File: src/rtl/spi_master_multi.sv
// spi_master_multi: full-duplex SPI master with runtime CPOL/CPHA and CS_COUNT active-low selects.
// Latency: busy_out high for (2*SIZE+2)*CLK_DIV cycles; data_out and done_out update as busy_out falls.
// Backpressure: send_enable_in ignored while busy and in the done_out cycle. Macro SPI_LSB_FIRST_EN selects LSB-first.
module spi_master_multi #(
    parameter int SIZE     = 40,
    parameter int CLK_DIV  = 3,
    parameter int CS_COUNT = 4,
    parameter int CS_WIDTH = 2
) (
    input  logic                clk_in,
    input  logic                reset_in,
    input  logic [SIZE-1:0]     data_in,
    input  logic                send_enable_in,
    input  logic [1:0]          mode_in,
    input  logic [CS_WIDTH-1:0] cs_sel_in,
    input  logic                serial_in,
    output logic [SIZE-1:0]     data_out,
    output logic                busy_out,
    output logic                done_out,
    output logic                clk_out,
    output logic                serial_out,
    output logic [CS_COUNT-1:0] cs_out
);

    localparam int BIT_W = $clog2(2*SIZE+1);
    localparam int DIV_W = $clog2(CLK_DIV+1);
    localparam logic [DIV_W-1:0] DIV_LAST  = DIV_W'(CLK_DIV-1);
    localparam logic [BIT_W-1:0] HALF_LAST = BIT_W'(2*SIZE-1);

    typedef enum logic [1:0] {IDLE, SETUP, SHIFT, HOLD} state_t;

    state_t              state_q, state_d;
    logic [DIV_W-1:0]    div_q, div_d;
    logic [BIT_W-1:0]    half_q, half_d;
    logic [SIZE-1:0]     tx_q, tx_d;
    logic [SIZE-1:0]     rx_q, rx_d;
    logic [SIZE-1:0]     data_q, data_d;
    logic [1:0]          mode_q, mode_d;
    logic                busy_q, busy_d;
    logic                done_q, done_d;
    logic                sclk_q, sclk_d;
    logic                mosi_q, mosi_d;
    logic [CS_COUNT-1:0] cs_q, cs_d;

    // Half-period bookkeeping: enter_half marks the edge where a new SCLK half starts.
    logic                enter_half;
    logic                half_odd;

    // Bit-order views of the transmit source and receive shift register.
    logic                head_in, head_q;
    logic [SIZE-1:0]     tail_in, tail_q, rx_push;

`ifdef SPI_LSB_FIRST_EN
    assign head_in = data_in[0];
    assign tail_in = {1'b0, data_in[SIZE-1:1]};
    assign head_q  = tx_q[0];
    assign tail_q  = {1'b0, tx_q[SIZE-1:1]};
    assign rx_push = {serial_in, rx_q[SIZE-1:1]};
`else
    assign head_in = data_in[SIZE-1];
    assign tail_in = {data_in[SIZE-2:0], 1'b0};
    assign head_q  = tx_q[SIZE-1];
    assign tail_q  = {tx_q[SIZE-2:0], 1'b0};
    assign rx_push = {rx_q[SIZE-2:0], serial_in};
`endif

    // Next-state logic: sequencing, SCLK generation and the shift/sample actions per edge.
    always_comb begin
        state_d    = state_q;
        div_d      = div_q;
        half_d     = half_q;
        tx_d       = tx_q;
        rx_d       = rx_q;
        data_d     = data_q;
        mode_d     = mode_q;
        busy_d     = busy_q;
        done_d     = 1'b0;
        sclk_d     = sclk_q;
        mosi_d     = mosi_q;
        cs_d       = cs_q;
        enter_half = 1'b0;
        half_odd   = 1'b0;

        case (state_q)
            IDLE: begin
                // The done cycle still counts as busy for handshake purposes.
                if (send_enable_in && !done_q) begin
                    state_d = SETUP;
                    div_d   = '0;
                    half_d  = '0;
                    mode_d  = mode_in;
                    busy_d  = 1'b1;
                    sclk_d  = mode_in[1];
                    rx_d    = '0;
                    for (int i = 0; i < CS_COUNT; i++) begin
                        cs_d[i] = (int'(cs_sel_in) != i);
                    end
                    if (!mode_in[0]) begin
                        // CPHA=0: first bit must be on the wire before the first SCLK edge.
                        mosi_d = head_in;
                        tx_d   = tail_in;
                    end else begin
                        mosi_d = 1'b0;
                        tx_d   = data_in;
                    end
                end
            end
            SETUP: begin
                if (div_q == DIV_LAST) begin
                    state_d    = SHIFT;
                    div_d      = '0;
                    half_d     = '0;
                    enter_half = 1'b1;
                    half_odd   = 1'b0;
                end else begin
                    div_d = div_q + DIV_W'(1);
                end
            end
            SHIFT: begin
                if (div_q == DIV_LAST) begin
                    div_d = '0;
                    if (half_q == HALF_LAST) begin
                        state_d = HOLD;
                    end else begin
                        half_d     = half_q + BIT_W'(1);
                        enter_half = 1'b1;
                        half_odd   = ~half_q[0];
                    end
                end else begin
                    div_d = div_q + DIV_W'(1);
                end
            end
            HOLD: begin
                if (div_q == DIV_LAST) begin
                    state_d = IDLE;
                    div_d   = '0;
                    busy_d  = 1'b0;
                    done_d  = 1'b1;
                    cs_d    = '1;
                    data_d  = rx_q;
                    sclk_d  = mode_q[1];
                end else begin
                    div_d = div_q + DIV_W'(1);
                end
            end
            default: begin
                state_d = IDLE;
            end
        endcase

        // Even halves start with the leading edge. The data-out edge is the leading
        // edge when CPHA=1 and the trailing edge when CPHA=0; the other edge samples.
        if (enter_half) begin
            sclk_d = ~sclk_q;
            if ((~half_odd) == mode_q[0]) begin
                mosi_d = head_q;
                tx_d   = tail_q;
            end else begin
                rx_d = rx_push;
            end
        end
    end

    // State and registered outputs; synchronous reset aborts any transfer on the same edge.
    always_ff @(posedge clk_in) begin
        if (reset_in) begin
            state_q <= IDLE;
            div_q   <= '0;
            half_q  <= '0;
            tx_q    <= '0;
            rx_q    <= '0;
            data_q  <= '0;
            mode_q  <= 2'b00;
            busy_q  <= 1'b0;
            done_q  <= 1'b0;
            sclk_q  <= 1'b0;
            mosi_q  <= 1'b0;
            cs_q    <= '1;
        end else begin
            state_q <= state_d;
            div_q   <= div_d;
            half_q  <= half_d;
            tx_q    <= tx_d;
            rx_q    <= rx_d;
            data_q  <= data_d;
            mode_q  <= mode_d;
            busy_q  <= busy_d;
            done_q  <= done_d;
            sclk_q  <= sclk_d;
            mosi_q  <= mosi_d;
            cs_q    <= cs_d;
        end
    end

    assign data_out   = data_q;
    assign busy_out   = busy_q;
    assign done_out   = done_q;
    assign clk_out    = sclk_q;
    assign serial_out = mosi_q;
    assign cs_out     = cs_q;

endmodule

File: config.mk
export PLATFORM = sky130hd
export DESIGN_NAME = spi_master_multi
export DESIGN_NICKNAME = d
export VERILOG_FILES = /design/src/rtl/spi_master_multi.sv
export SDC_FILE = /design/constraint.sdc
export NUM_CORES = 1
export LEC_CHECK = 0
export CAP_MARGIN = 20
export CORE_ASPECT_RATIO = 0.9
export CORE_MARGIN = 1
export CORE_UTILIZATION = 50
export CTS_CLUSTER_SIZE = 24
export DETAILED_ROUTE_END_ITERATION = 10
export HOLD_SLACK_MARGIN = 0.06
export PLACE_DENSITY = 0.81
export SLEW_MARGIN = 0
export SYNTH_ARGS = -nofsm -noshare
export SYNTH_HDL_FRONTEND = slang
export SYNTH_SLANG_ARGS = --single-unit
File: constraint.sdc
create_clock -name clk_in -period 4.5 [get_ports clk_in]
set_input_delay 1.125 -clock clk_in [delete_from_list [all_inputs] [get_ports clk_in]]
set_output_delay 1.125 -clock clk_in [all_outputs]
set_load 0.03 [all_outputs]
==> results of run 1 <==
==> through the flow <==
stage / power [uW] / std cells
2_1_floorplan: 2102 / 757
3_3_place_gp: 2288 / 946
3_5_place_dp: 2338 / 946
4_1_cts: 3772 / 978
5_1_grt: 3938 / 979
6_report: 3776 / 979
==> layer usage <==
| metal | track usage | vias to the layer above |
|---|---|---|
| met5 | 0 | - |
| met4 | 0.08125 | 0 |
| met3 | 0.05432 | 24 |
| met2 | 0.4048 | 190 |
| met1 | 0.2937 | 2829 |
| li1 | - | 2838 |
==> cells in the final DEF (no fill, tap or decap), drive strengths merged, types with 2 or more instances in the layout <==
master / instances
o22ai: 2
nor2: 13
dfxtp: 141
nor2b: 2
a21oi: 126
o21ai: 4
o221ai: 39
clkinv: 5
ha: 5
buf: 14
nand2: 129
a221oi: 4
nand3b: 3
o21a: 2
xor2: 3
inv: 4
nand2b: 7
a31oi: 2
bufinv: 3
clkbuf: 22
clkdlybuf4s50: 93
nor3b: 2
a2111oi: 2
nor3: 6
or2: 2
o211ai: 43
nand3: 83
clkinvlp: 2
mux2i: 41
==> worst max path at each step <==
stage / to / slack [ns] / depth (start not counted)
floorplan: tx_q[31]$_SDFF_PP0_ / 2.13 / 6
global placement: tx_q[33]$_SDFF_PP0_ / 1.25 / 7
detailed placement: tx_q[25]$_SDFF_PP0_ / 1.15 / 7
CTS: tx_q[34]$_SDFF_PP0_ / 1.54 / 7
global route: tx_q[34]$_SDFF_PP0_ / 1.33 / 7
finish: rx_q[32]$_SDFF_PP0_ / 1.50 / 7
==> tightest hold or removal path, delay by kind of cell (launching register included) <==
kind            cells  cell delay [ns]
simple gates        1             0.05
compound gates      1             0.05
flops               1             0.30
==> cells in the mapped netlist, types with 2 or more instances <==
master and count:
dfxtp_1 141, nand2_1 129, a21oi_1 126, nand3_1 83
clkbuf_1 51, o211ai_1 42, mux2i_1 41, o221ai_1 39
nor2_1 13, buf_1 11, buf_4 8, buf_2 7
nand2b_1 7, nor3_1 6, ha_1 5, a221oi_1 4
inv_1 4, nand3b_1 3, o21ai_0 3, a2111oi_0 2
a31oi_1 2, nor2b_1 2, nor3b_1 2, o21a_1 2
o22ai_1 2, or2_2 2, xor2_1 2
==> state kept, by name (all words and copies together) (netlist names) <==
| register | flops |
|---|---|
| data_out | 40 |
| rx_q | 40 |
| tx_q | 40 |
| half_q | 7 |
| cs_out | 4 |
| div_q | 2 |
| mode_q | 2 |
| state_q | 2 |
| busy_out | 1 |
| clk_out | 1 |
| done_out | 1 |
| serial_out | 1 |
==> area by class of cell <==
class                      count  area share
clock buffer                  22     0.06021
clock inverter                10     0.01747
inverter                       4    0.001906
multi-input combinational    535      0.4022
sequential                   141      0.3584
tap                          160     0.02542
timing repair buffer         107      0.1344
==> logic make-up after synthesis <==
family | Yosys count | synth area share
AO/OA/AOI/OAI | 231 | 0.2342
XOR/XNOR | 4 | 0.006768
adder cells (fa/ha/maj) | 5 | 0.009950
buffers and inverters | 81 | 0.05453
flip-flops | 141 | 0.4490
multiplexers | 41 | 0.06527
AND/OR/NAND/NOR | 254 | 0.1803
==> power by group through the flow <==
stage | Clock (uW) | Combinational (uW) | Sequential, uW
6_report | 1440 | 867 | 1470
5_1_grt | 1510 | 949 | 1480
4_1_cts | 1450 | 859 | 1460
3_5_place_dp | 0 | 853 | 1490
3_3_place_gp | 0 | 812 | 1480
2_1_floorplan | 0 | 619 | 1480
==> flow_summary.json, run 1 <==
{
  "max-vdd-ir-drop_v": 0.0002713,
  "ys_warn_count": 0,
  "crit_path_start": "half_q[0]$_SDFFE_PP0P_",
  "grt_antenna_before_repair": 0,
  "r2r-end": "rx_q[32]$_SDFF_PP0_",
  "grt_pass1_vias": 5434,
  "synth.area.top_cells": "dfxtp_1 (45%), a21oi_1 (10%), nand2_1 (7.7%)",
  "power_density_nw_per_um2": 479.4,
  "cts_sinks": 141,
  "hold_depth": 2,
  "wl_met1_um": 6806,
  "finalSetupTns_ns": 0,
  "die_w_um": 120.2,
  "drt-initial-drc-count": 464,
  "synth-edff-count": 0,
  "io_pins": 96,
  "die_h_um": 108.4,
  "clk_pin_slew_ns": 0.06,
  "async_reset_ff_frac": 0,
  "multi_input_area_um2": 3168,
  "grt_pass1_wl_um": 24960,
  "rr_worst_depth": 7,
  "drc": 0,
  "comb_power_share": 0.230,
  "grt_util_all_layers": 0.2370,
  "initial_core_util": 0.5166,
  "fill_cells": 1016,
  "numCtsBuffers": 17,
  "rsz0062_at_grt": "no",
  "setup_viol": 0,
  "ys_ff_latch": 141,
  "vias_per_cell": 6.007,
  "cp-end-kind": "register",
  "crit_slowest_cell": "o2bb2a_2",
  "n_antenna_cell": 0,
  "dp_hpwl_um": 9386,
  "leakage_uw": 0.002683,
  "tightestPinTransition_ns": 1.109,
  "synth_top_area_frac": 0.4490,
  "cts_resized": 0,
  "worst_setup_path_start_kind": "register",
  "seqPwrFrac": 0.388,
  "route.met2.wl_um": 7608,
  "syn_area_um2": 6287,
  "cts_hold_buffers": 0,
  "period_share": 0.6671,
  "hold_end": "data_out[27]$_SDFFE_PP0P_",
  "hold_slack_ns": 0.4513,
  "worstHoldPathType": "reg -> reg",
  "nets": 859,
  "min_period_ns": 3.002,
  "max_clock_freq_mhz": 333.1,
  "worstSkewPairLatency_ns": 0.42,
  "syn_avg_cell_area_um2": 8.306,
  "cp_cell_sequence": "ha_1, nand3_1, o211a_1, o2bb2a_2, buf_4, o211ai_1, a21oi_1",
  "vias": 5881,
  "portBuffers": 95,
  "p_switching_uw": 1147,
  "ys.flop_type": "dfxtp_1",
  "die-area_um2": 13030,
  "fin_util": 0.6471,
  "r2r-start": "half_q[0]$_SDFFE_PP0P_",
  "synth_top_cell_by_area": "dfxtp_1",
  "rrSetupSlack_ns": 1.50,
  "skew_ns": 0.01043,
  "p_int_uw": 2629,
  "slew_headroom": 0.2593,
  "postCtsSetupRepairBufs": 0,
  "core_area_um2": 12170,
  "swShare": 0.3037,
  "grt_max_degree": 104,
  "dpl_cell_area_um2": 7244,
  "max-cap-violations": 0,
  "area.sequential_um2": 2823,
  "drive_gt1_frac": 0.06349,
  "critPathArrivalTime_ns": 3.34,
  "cts.htree.levels": 4,
  "status": "finished clean",
  "ys_types": 45,
  "ys_seq_area_frac": 0.4490,
  "highest_layer": "met4",
  "cts_root_buffer": "clkbuf_16",
  "routed_wl_um": 15380,
  "cp_top_family": "compound AO/OA/AOI/OAI gates",
  "grt_overflow": 0,
  "gp_congestion": 0.8080,
  "crit_type": "reg -> reg",
  "critPathMaxFanout": 43,
  "first_pass_iters": 5,
  "fin_area_um2": 7876,
  "critPathBufInv": 1,
  "wl_met3_um": 746,
  "hp-start": "data_out[27]$_SDFFE_PP0P_",
  "fin_ws_ns": 1.498,
  "max-clock-path-buffers": 2,
  "area_delta_synth_final_pct": 25.27,
  "required_ns": 4.83,
  "clkPwrFrac": 0.382,
  "rows": 38,
  "slew_violations": 0,
  "syn_nets": 810,
  "pre_cts_ws_ns": 1.147,
  "ant_nets": 0,
  "cpPeakStageDelay_ns": 0.76,
  "wl_per_cell_um": 15.71,
  "cts_tree": "done",
  "netlist_instances": 757,
  "finalHoldViolations": 0
}
Power figures use the tool's default switching activity.
==> inputs of run 2 (changes only) <==
Clock period 4.5 ns to 3.1 ns, I/O delays scaled along.
==> flow_summary.json, run 2 (synthesized netlist as in run 1, its figures left out) <==
{
  "skew_ns": 0.01130,
  "leakage_uw": 0.002689,
  "drt-initial-drc-count": 494,
  "drive_gt1_frac": 0.07264,
  "vias": 5866,
  "critPathArrivalTime_ns": 2.91,
  "nets": 866,
  "initial_core_util": 0.5166,
  "dpl_cell_area_um2": 7342,
  "worst_setup_path_start_kind": "register",
  "worstHoldPathType": "reg -> reg",
  "finalHoldViolations": 0,
  "routed_wl_um": 15260,
  "cts_resized": 0,
  "cts_sinks": 141,
  "grt_antenna_before_repair": 0,
  "die-area_um2": 13030,
  "numCtsBuffers": 17,
  "critPathMaxFanout": 44,
  "period_share": 0.8339,
  "max-cap-violations": 0,
  "crit_type": "reg -> reg",
  "first_pass_iters": 7,
  "postCtsSetupRepairBufs": 0,
  "fill_cells": 1045,
  "fin_area_um2": 7899,
  "die_w_um": 120.2,
  "grt_overflow": 0,
  "ant_nets": 0,
  "pre_cts_ws_ns": 0.4403,
  "cts_root_buffer": "clkbuf_16",
  "io_pins": 96,
  "wl_per_cell_um": 15.48,
  "grt_pass1_wl_um": 25340,
  "grt_util_all_layers": 0.2419,
  "slew_violations": 0,
  "power_density_nw_per_um2": 676.7,
  "fin_ws_ns": 0.5150,
  "max-vdd-ir-drop_v": 0.0004750,
  "worstSkewPairLatency_ns": 0.42,
  "dp_hpwl_um": 9736,
  "tightestPinTransition_ns": 1.057,
  "cts_tree": "done",
  "core_area_um2": 12170,
  "status": "finished clean",
  "cts.htree.levels": 4,
  "vias_per_cell": 5.949,
  "slew_headroom": 0.2939,
  "drc": 0,
  "cp-end-kind": "register",
  "rsz0062_at_grt": "no",
  "finalSetupTns_ns": 0,
  "n_antenna_cell": 0,
  "setup_viol": 0,
  "most-common-layout-cells": "dfxtp_1 (141), nand2_1 (129), a21oi_1 (126), clkdlybuf4s50_1 (93), nand3_1 (83)",
  "gp_congestion": 0.8475,
  "area_delta_synth_final_pct": 25.63,
  "max_clock_freq_mhz": 386.8,
  "rows": 38,
  "portBuffers": 95,
  "cts_hold_buffers": 0,
  "min_period_ns": 2.585,
  "max-clock-path-buffers": 2,
  "die_h_um": 108.4,
  "layout_commonest_cell": "dfxtp_1",
  "required_ns": 3.43,
  "clk_pin_slew_ns": 0.06,
  "grt_max_degree": 81,
  "grt_pass1_vias": 5454
}
==> run 2: cell types whose count changed in the layout (fill, tap and decap cells not counted) <==
cell        previous run  this run
clkinv_2               3         4
bufinv_16              3         1
clkbuf_8               3         1
inv_6                  0         3
clkinvlp_4             2         5
buf_12                 2         4
buf_4                 11        16
clkbuf_1               2         1
clkinv_4               2         0
==> run 2: worst max-delay path: stages (launching register included) <==
cell and delay (ns):
dfxtp_1 0.39, inv_1 0.09, ha_1 0.39, nand2_1 0.15, o2bb2ai_4 0.86, buf_12 0.31, a221oi_1 0.11, nor3_1 0.18
==> run 2: metal layers <==
metal,part of all wire,global-route usage
met5,0,0
met1,0.44,0.3071
met4,0.013,0.07411
met2,0.50,0.4027
met3,0.051,0.06276
==> run 2: cell type report <==
type                    count  area, um^2  area share
inverters                   4       15.01    0.001901
multi-input cells         535        3168      0.4011
flip-flops and latches    141        2823      0.3574
well taps                 160       200.2     0.02534
clock inverters            13       113.9     0.01441
repair buffers            114        1136      0.1438
clock buffers              19       442.9     0.05607
==> run 2: report_power, final <==
| group | total, uW | leakage (uW) | internal (uW) | switching, uW |
|---|---|---|---|---|
| clock | 1910 | 0.000262 | 1120 | 790 |
| sequential | 2120 | 0.00115 | 2000 | 123 |
| combinational | 1310 | 0.00128 | 529 | 781 |
| total | 5350 | 0.00269 | 3650 | 1690 |
==> run 2: stage by stage <==
stage                     instances    util  hold WS [ns]  total power [uW]
after floorplan                 757       -        0.4322              3051
after global placement          954  0.6032        0.4438              3373
after detailed placement        954  0.6032        0.4463              3449
after CTS                       986  0.6490        0.4548              5363
after global routing            986  0.6490        0.4693              5606
final                           986  0.6490        0.4528              5345
==> run 2: worst paths after layout <==
check	start	endpoint	slack, ns	depth (start not counted)
worst max-delay path	state_q[1]$_SDFFE_PP0P_	serial_out$_SDFF_PP0_	0.51	7
worst min-delay path	data_out[27]$_SDFFE_PP0P_	data_out[27]$_SDFFE_PP0P_	0.45	2
worst max register to register	state_q[1]$_SDFFE_PP0P_	serial_out$_SDFF_PP0_	0.51	7
worst min register to register	data_out[27]$_SDFFE_PP0P_	data_out[27]$_SDFFE_PP0P_	0.45	2
==> inputs of run 3 (changes only) <==
Clock period 3.1 ns to 2.6 ns, I/O delays scaled along.
==> flow_summary.json, run 3 (synthesized netlist as in run 1, its figures left out) <==
{
  "cts_sinks": 141,
  "r2r-start": "half_q[0]$_SDFFE_PP0P_",
  "n_antenna_cell": 0,
  "most-common-layout-cells": "dfxtp_1 (141), nand2_1 (129), a21oi_1 (126), clkdlybuf4s50_1 (93), nand3_1 (83)",
  "crit_slowest_cell": "o211a_1",
  "cts_root_buffer": "clkbuf_16",
  "drive_gt1_frac": 0.06917,
  "cpPeakStageDelay_ns": 0.40,
  "rrSetupSlack_ns": 0.31,
  "grt-busiest-layer": "met2",
  "period_share": 0.8799,
  "worst_setup_path_start_kind": "register",
  "max-cap-violations": 0,
  "rows": 38,
  "max-clock-path-buffers": 2,
  "grt_pass1_vias": 5496,
  "ant_nets": 0,
  "pre_cts_ws_ns": 0.06473,
  "dpl_cell_area_um2": 7340,
  "vias_per_cell": 5.941,
  "fin_area_um2": 7951,
  "area_delta_synth_final_pct": 26.47,
  "numCtsBuffers": 17,
  "gp_congestion": 0.8270,
  "cts_tree": "done",
  "dp_hpwl_um": 9490,
  "critPathArrivalTime_ns": 2.62,
  "grt_max_degree": 81,
  "power_density_nw_per_um2": 827.3,
  "layout_commonest_cell": "dfxtp_1",
  "postCtsSetupRepairBufs": 0,
  "critPathMaxFanout": 80,
  "tightestPinTransition_ns": 0.7762,
  "required_ns": 2.94,
  "hp-start": "data_out[11]$_SDFFE_PP0P_",
  "leakage_uw": 0.002720,
  "grt_overflow": 0,
  "setup_viol": 0,
  "grt_util_all_layers": 0.2398,
  "hold_depth": 2,
  "worstHoldPathType": "reg -> reg",
  "r2r-end": "tx_q[35]$_SDFF_PP0_",
  "grt_pass1_wl_um": 25170,
  "min_period_ns": 2.288,
  "clk_pin_slew_ns": 0.06,
  "cp-end-kind": "register",
  "routed_wl_um": 15260,
  "cts.htree.levels": 4,
  "finalHoldViolations": 0,
  "drt-initial-drc-count": 537,
  "grt_antenna_before_repair": 0,
  "rsz0062_at_grt": "no",
  "cts_resized": 0,
  "skew_ns": 0.007687,
  "gr-usage-met2": 0.3908,
  "slew_headroom": 0.4825,
  "max_clock_freq_mhz": 437.1,
  "die_h_um": 108.4,
  "io_pins": 96,
  "vias": 5846,
  "first_pass_iters": 6,
  "rr_worst_depth": 7,
  "die-area_um2": 13030,
  "initial_core_util": 0.5166,
  "finalSetupTns_ns": 0,
  "grtUsageMet1": 0.3071,
  "use_met3": 0.05011,
  "fill_cells": 1062,
  "max-vdd-ir-drop_v": 0.0006694,
  "portBuffers": 95,
  "cts_hold_buffers": 0,
  "wl_per_cell_um": 15.51,
  "nets": 864,
  "cp_cell_sequence": "ha_1, nand3_1, o211a_1, o2bb2a_2, buf_12, o221ai_1, a21oi_1",
  "status": "finished clean",
  "slew_violations": 0,
  "drc": 0,
  "hold_end": "data_out[11]$_SDFFE_PP0P_",
  "worstSkewPairLatency_ns": 0.41,
  "die_w_um": 120.2,
  "crit_type": "reg -> reg",
  "core_area_um2": 12170,
  "fin_ws_ns": 0.3121
}
[run 3: changes by cell type in the layout (fill, tap and decap cells not counted)]
cell        previous run  this run
clkinv_2               4         3
bufinv_16              1         3
inv_6                  3         0
buf_12                 4         5
clkinvlp_4             5         2
clkbuf_8               1         3
clkinv_4               0         2
buf_4                 16        13
clkbuf_1               1         2
[run 3: routing by layer]
| metal | up-vias | share of wire |
|---|---|---|
| met3 | 20 | 0.052 |
| li1 | 2852 | - |
| met4 | 0 | 0.017 |
| met2 | 217 | 0.48 |
| met1 | 2757 | 0.45 |
| met5 | - | 0 |
[run 3: power by group]
part           switching [uW]  internal, uW
Sequential                151          2380
Clock                     893          1580
Combinational             935           632
[run 3: layout make-up]
type | instances | area (um^2) | share of cell area
clock buffers | 22 | 474.2 | 0.05964
flip-flops and latches | 141 | 2823 | 0.3550
well taps | 160 | 200.2 | 0.02518
clock inverters | 10 | 137.6 | 0.01731
repair buffers | 112 | 1134 | 0.1426
inverters | 4 | 15.01 | 0.001888
multi-input cells | 535 | 3168 | 0.3984
[run 3: worst max path at each step]
stage,to,slack (ns),startpoint,cells past startpoint
2_1_floorplan,rx_q[32]$_SDFF_PP0_,0.62,state_q[0]$_SDFFE_PP0P_,8
3_3_place_gp,half_q[6]$_SDFFE_PP0P_,0.19,send_enable_in,6
3_5_place_dp,clk_out$_SDFFE_PP0P_,0.06,send_enable_in,6
4_1_cts,tx_q[35]$_SDFF_PP0_,0.32,half_q[0]$_SDFFE_PP0P_,7
5_1_grt,tx_q[37]$_SDFF_PP0_,0.16,half_q[0]$_SDFFE_PP0P_,7
6_report,tx_q[35]$_SDFF_PP0_,0.31,half_q[0]$_SDFFE_PP0P_,7
[run 3: through the flow]
step,cells,total power [uW],hold slack [ns],util
floorplan,757,3638,0.4322,-
global placement,952,4022,0.4463,0.6030
global route,984,6880,0.4716,0.6533
detailed placement,952,4112,0.4478,0.6030
finish,984,6578,0.4544,0.6533
CTS,984,6591,0.4562,0.6533
[run 3: critical path, delay by kind of cell (launching register included)]
kind                       cells  cell delay (ns)
DFF                            1             0.38
adders and majority gates      1             0.19
buffers and inverters          1             0.29
AOI/OAI and AO/OA              4             1.08
and+or+nand+nor                1             0.23
